===== src/rtl/bcd_counter_n.sv =====
// -----------------------------------------------------------------------------
// bcd_counter_n
//   Synchronous N-digit BCD counter. Every digit updates on the same CK edge,
//   so the outputs show no ripple skew. Supports count enable, synchronous
//   clear, validated parallel load, wrap or saturate at the terminal value,
//   and a one-cycle carry pulse. All outputs are registered.
//
// Parameters
//   DIGITS  number of BCD digits (>= 1); Q is 4*DIGITS bits wide
//   WRAP    1: all nines -> 0 rolls over; 0: saturate at all nines
//
// Ports
//   CK        in   clock, rising edge
//   nClear    in   asynchronous active-low reset
//   en        in   count enable
//   clr       in   synchronous clear (highest priority)
//   load      in   synchronous parallel load of D (rejected if any nibble > 9)
//   D         in   load value, digit 0 = D[3:0]
//   dn        in   count direction, 1 = down (only with BCD_CNT_UPDOWN_EN)
//   Q         out  count value, digit 0 = Q[3:0]
//   carry     out  one-cycle pulse on a terminal step (wrap or attempt past limit)
//   load_err  out  one-cycle pulse when a load is rejected
//
// Configuration
//   `define BCD_CNT_UPDOWN_EN adds port dn and down counting with borrow.
//   Without it the counter counts up only.
// -----------------------------------------------------------------------------
module bcd_counter_n #(
  parameter int DIGITS = 2,
  parameter bit WRAP   = 1'b1
) (
  input  logic                  CK,
  input  logic                  nClear,
  input  logic                  en,
  input  logic                  clr,
  input  logic                  load,
  input  logic [4*DIGITS-1:0]   D,
`ifdef BCD_CNT_UPDOWN_EN
  input  logic                  dn,
`endif
  output logic [4*DIGITS-1:0]   Q,
  output logic                  carry,
  output logic                  load_err
);

  localparam int W = 4 * DIGITS;

  logic [W-1:0] q_q, q_d;
  logic         carry_q, carry_d;
  logic         load_err_q, load_err_d;

  logic         down;
  logic         d_valid;
  logic [W-1:0] step_val;
  logic         chain;
  logic [3:0]   digit;

`ifdef BCD_CNT_UPDOWN_EN
  assign down = dn;
`else
  assign down = 1'b0;
`endif

  // A load is accepted only if every nibble is a legal BCD digit.
  always_comb begin
    d_valid = 1'b1;
    for (int k = 0; k < DIGITS; k++) begin
      if (D[4*k +: 4] > 4'd9) d_valid = 1'b0;
    end
  end

  // One-step count value. `chain` is true while every lower digit sits at its
  // terminal value (9 going up, 0 going down), so the digit it reaches steps.
  // After the loop it is true only if all digits are terminal, i.e. the
  // counter is at its limit; the wrapped step value then falls out naturally
  // (all nines -> zeros, zeros -> all nines).
  always_comb begin
    // NOTE: every combinational output gets a default before any branch so no latch is inferred.
    step_val = q_q;
    chain    = 1'b1;
    digit    = 4'd0;
    for (int k = 0; k < DIGITS; k++) begin
      digit = q_q[4*k +: 4];
      if (chain) begin
        if (down) step_val[4*k +: 4] = (digit == 4'd0) ? 4'd9 : digit - 4'd1;
        else      step_val[4*k +: 4] = (digit == 4'd9) ? 4'd0 : digit + 4'd1;
      end
      chain = chain & (down ? (digit == 4'd0) : (digit == 4'd9));
    end
  end

  // Priority: clr > load > en. Pulses default low so they never linger.
  always_comb begin
    q_d        = q_q;
    carry_d    = 1'b0;
    load_err_d = 1'b0;
    if (clr) begin
      q_d = '0;
    end else if (load) begin
      if (d_valid) q_d        = D;
      else         load_err_d = 1'b1;
    end else if (en) begin
      carry_d = chain;
      // Saturating mode holds at the limit but still flags the attempt.
      if (!(chain && !WRAP)) q_d = step_val;
    end
  end

  // NOTE: sequential state uses non-blocking assignments so all flops sample pre-edge values.
  always_ff @(posedge CK or negedge nClear) begin
    if (!nClear) begin
      q_q        <= '0;
      carry_q    <= 1'b0;
      load_err_q <= 1'b0;
    end else begin
      q_q        <= q_d;
      carry_q    <= carry_d;
      load_err_q <= load_err_d;
    end
  end

  assign Q        = q_q;
  assign carry    = carry_q;
  assign load_err = load_err_q;

endmodule


===== config.mk =====
export PLATFORM = sky130hd
export DESIGN_NAME = bcd_counter_n
export DESIGN_NICKNAME = d
export VERILOG_FILES = /design/src/rtl/bcd_counter_n.sv
export SDC_FILE = /design/constraint.sdc
export NUM_CORES = 1
export LEC_CHECK = 0
export CAP_MARGIN = 10
export CORE_MARGIN = 2
export CORE_UTILIZATION = 39
export DETAILED_ROUTE_END_ITERATION = 12
export PLACE_DENSITY_LB_ADDON = 0.05
export SLEW_MARGIN = 20
export SYNTH_ARGS = -nofsm -noshare
export SYNTH_HDL_FRONTEND = slang
export SYNTH_SLANG_ARGS = --single-unit

===== constraint.sdc =====
create_clock -name CK -period 1.5 [get_ports CK]
set_input_delay 0.3 -clock CK [delete_from_list [all_inputs] [get_ports CK]]
set_output_delay 0.3 -clock CK [all_outputs]
set_load 0.02 [all_outputs]

==> run_results.csv <==
group,metric,value,unit
clock_tree,cts_buffers,3,
die,fp.dieH,46.6,um
die,initial_core_util,41.4,%
timing,max_freq,639,MHz
die,fp.dieW,46.6,um
power_and_ir_drop,peakVddDrop,0.592,mV
run_status,status,"finished with violations",
global_route,grt_pass1_wl,3450,um
drt,post_drt_via_cell_ratio,5.32,
clock_tree,cts_max_level,1,
global_route,grt_start_max_net_pins,11,
setup_path,cp.arrival,1720,ps
die,io_pins,23,
setup_path,crit_type,"reg -> reg",
timing,fin_skew,1.77,ps
cells_and_area,final_cell_area,0.00123,mm^2
cells_and_area,nNetsFinal,133,
logic_synthesis,yosys_warnings,0,
placement,placed_cell_area,0.00110,mm^2
timing,rsz0062_at_grt,"true",
timing,tightest_slew,481,ps
setup_path,rrSetupSlack,-70,ps
drt,drc,0,
setup_path,cp-end-kind,"flop",
setup_path,reg2reg_depth,6,
cells_and_area,area_growth,73.5,%
clock_tree,cts_num_sinks,10,
global_route,grt_overflow,0,
flow_run,drv_cap,0,
die,die_area,0.00217,mm^2
die,core_area,0.00171,mm^2
power_and_ir_drop,cellLeakagePower,0.592,nW
cells_and_area,final.fill_count,126,
placement,gp_congestion,0.822,
logic_synthesis,yosysSeqAreaShare,35.4,%
timing,fin_ws,-65.9,ps
timing,max-slew-margin-rel,67.8,%
hold_path,min_path_type,"in -> async",
cells_and_area,drive_above_1_share,38.7,%
die,num_rows,15,
run_status,violations,"negative setup slack",
placement,dp_slack,-429,ps
placement,io_buffers,22,
logic_synthesis,ys_ff_latch,10,
clock_tree,tritoncts,"done",
clock_tree,cts_root_buf,"clkbuf_4",
cells_and_area,multi_input_area,478,um^2
drt,wl_per_cell,14.9,um
cells_and_area,n_antenna_cell,0,
setup_path,startpoint_type,"flop",
power_and_ir_drop,power.total,0.965,mW
logic_synthesis,synth-async-reset-ratio,100,%
setup_path,required,1650,ps
logic_synthesis,synth_ff_type,"dfrtp_1",
setup_path,r2r-end,"Q[2]",
power_and_ir_drop,p_per_area,787,mW/mm^2
logic_synthesis,yosysMostFrequentCell,"dfrtp_1",
drt,vias,766,
logic_synthesis,synth_nets,86,
setup_path,path_max_fanout,4,
clock_tree,clk_latency,280,ps
clock_tree,hold_buffers,0,
logic_synthesis,yosysUniqueCellTypes,32,
logic_synthesis,synthTopCellsByCount,"10 x dfrtp_1, 7 x nor2_1, 6 x a21oi_1",
timing,timing.final.crit_share,104,%
logic_synthesis,avgSynthCellArea,9.68,um^2
drt,wirelength,2150,um
timing,finalHoldViolations,0,
logic_synthesis,syn-cell-area,707,um^2
global_route,grt_pass1_vias,727,
logic_synthesis,synthCells,73,
drt,dr.first_iter.drc_count,8,
logic_synthesis,synthTopCellsByArea,"dfrtp_1 35%, o41ai_2 6.9%, buf_6 6.4%",
cells_and_area,regArea,253,um^2
timing,setup_viol,3,
logic_synthesis,synth_edf_count,0,
placement,hpwl,1470,um
drt,ant_nets,0,
drt,firstDrtPassIters,4,
timing,slew_violations,0,
logic_synthesis,yosys.area.top_type,"dfrtp_1",
global_route,grt.total_usage,23.4,%
timing,period_needed,1570,ps
clock_tree,clkTransAtPathRegs,70,ps
global_route,grt_antenna_before_repair,0,
clock_tree,clock_path_buffers,2,
logic_synthesis,yosysTopAreaCellShare,35.4,%
setup_path,r2r_start,"Q[2]",
-- flip-flops by register name, summed over array words and instances, names as in the netlist --
signal    cells
carry         1
Q             8
load_err      1
-- area by class of cell --
cell class	instances	share of cell area (%)
sequential	10	20.6
inverter	4	1.22
timing repair buffer	48	33.7
tap	25	2.55
clock buffer	4	2.96
multi-input combinational	53	39.0
-- per-layer routing --
| metal | wire [um] | vias up | track usage [%] |
|---|---|---|---|
| met5 | 0 | - | 0 |
| met4 | 50 | 0 | 13.1 |
| met3 | 110 | 8 | 5.88 |
| met2 | 1070 | 23 | 36.9 |
| met1 | 917 | 362 | 28.5 |
| li1 | - | 373 | - |
-- kinds of logic (layout without fill, tap and decap cells) --
kind of cell	after synthesis	in the layout	share of synthesized area [%]
AOI/OAI and AO/OA	30	30	34.3
and+or+nand+nor	22	22	18.4
DFF	10	10	35.4
buffers and inverters	10	56	10.6
xor gates and xnor gates	1	1	1.24
-- power by group --
| group | switching [mW] | internal, mW | total (mW) |
|---|---|---|---|
| Combinational | 0.192 | 0.191 | 0.383 |
| Clock | 0.110 | 0.148 | 0.258 |
| Sequential | 0.0265 | 0.298 | 0.324 |
-- worst max-delay path by stage --
stage | start | end | slack, ps | depth (start not counted)
after floorplan | load | Q[4] | 20 | 6
after global placement | D[5] | Q[6] | -410 | 7
after detailed placement | D[2] | Q[6] | -430 | 7
after CTS | Q[2] | Q[4] | -60 | 5
after global routing | Q[2] | Q[6] | -100 | 5
final | Q[2] | Q[2] | -70 | 6
-- worst max-delay path, stage by stage, from the launching register on --
cell	delay, ps
dfrtp_2	410
nand2b_4	150
o31a_1	330
buf_6	150
buf_6	110
a211oi_2	200
o22ai_1	100
-- stage by stage --
stage          std cells  util, %  setup TNS [ps]  hold slack (ps)
4_1_cts              144     70.1           -59.9              362
3_3_place_gp         136     64.2           -2830              540
5_1_grt              144     71.8            -302              360
2_1_floorplan         73        -               0             4.41
6_report             144     71.8            -136              347
3_5_place_dp         136     64.2           -2930              559
-- timing repair --
action                                 4_1_cts  5_1_grt
setup endpoints to repair                   14        6
pin swaps                                    8        4
endpoints found under the hold margin        0        0
cloned                                       0        0
resized for setup                           27        4
buffers inserted                             4        0
-- cells in the final DEF, fill, tap and decap left out, drive strengths merged, types with 3 or more instances in the layout --
cell type	count
buf	26
nor2	8
dfrtp	10
clkbuf	4
o21ai	4
inv	4
clkdlybuf4s50	5
a21oi	6
dlygate4sd2	16
o41ai	7
o31ai	3
Power figures use the tool's default switching activity.
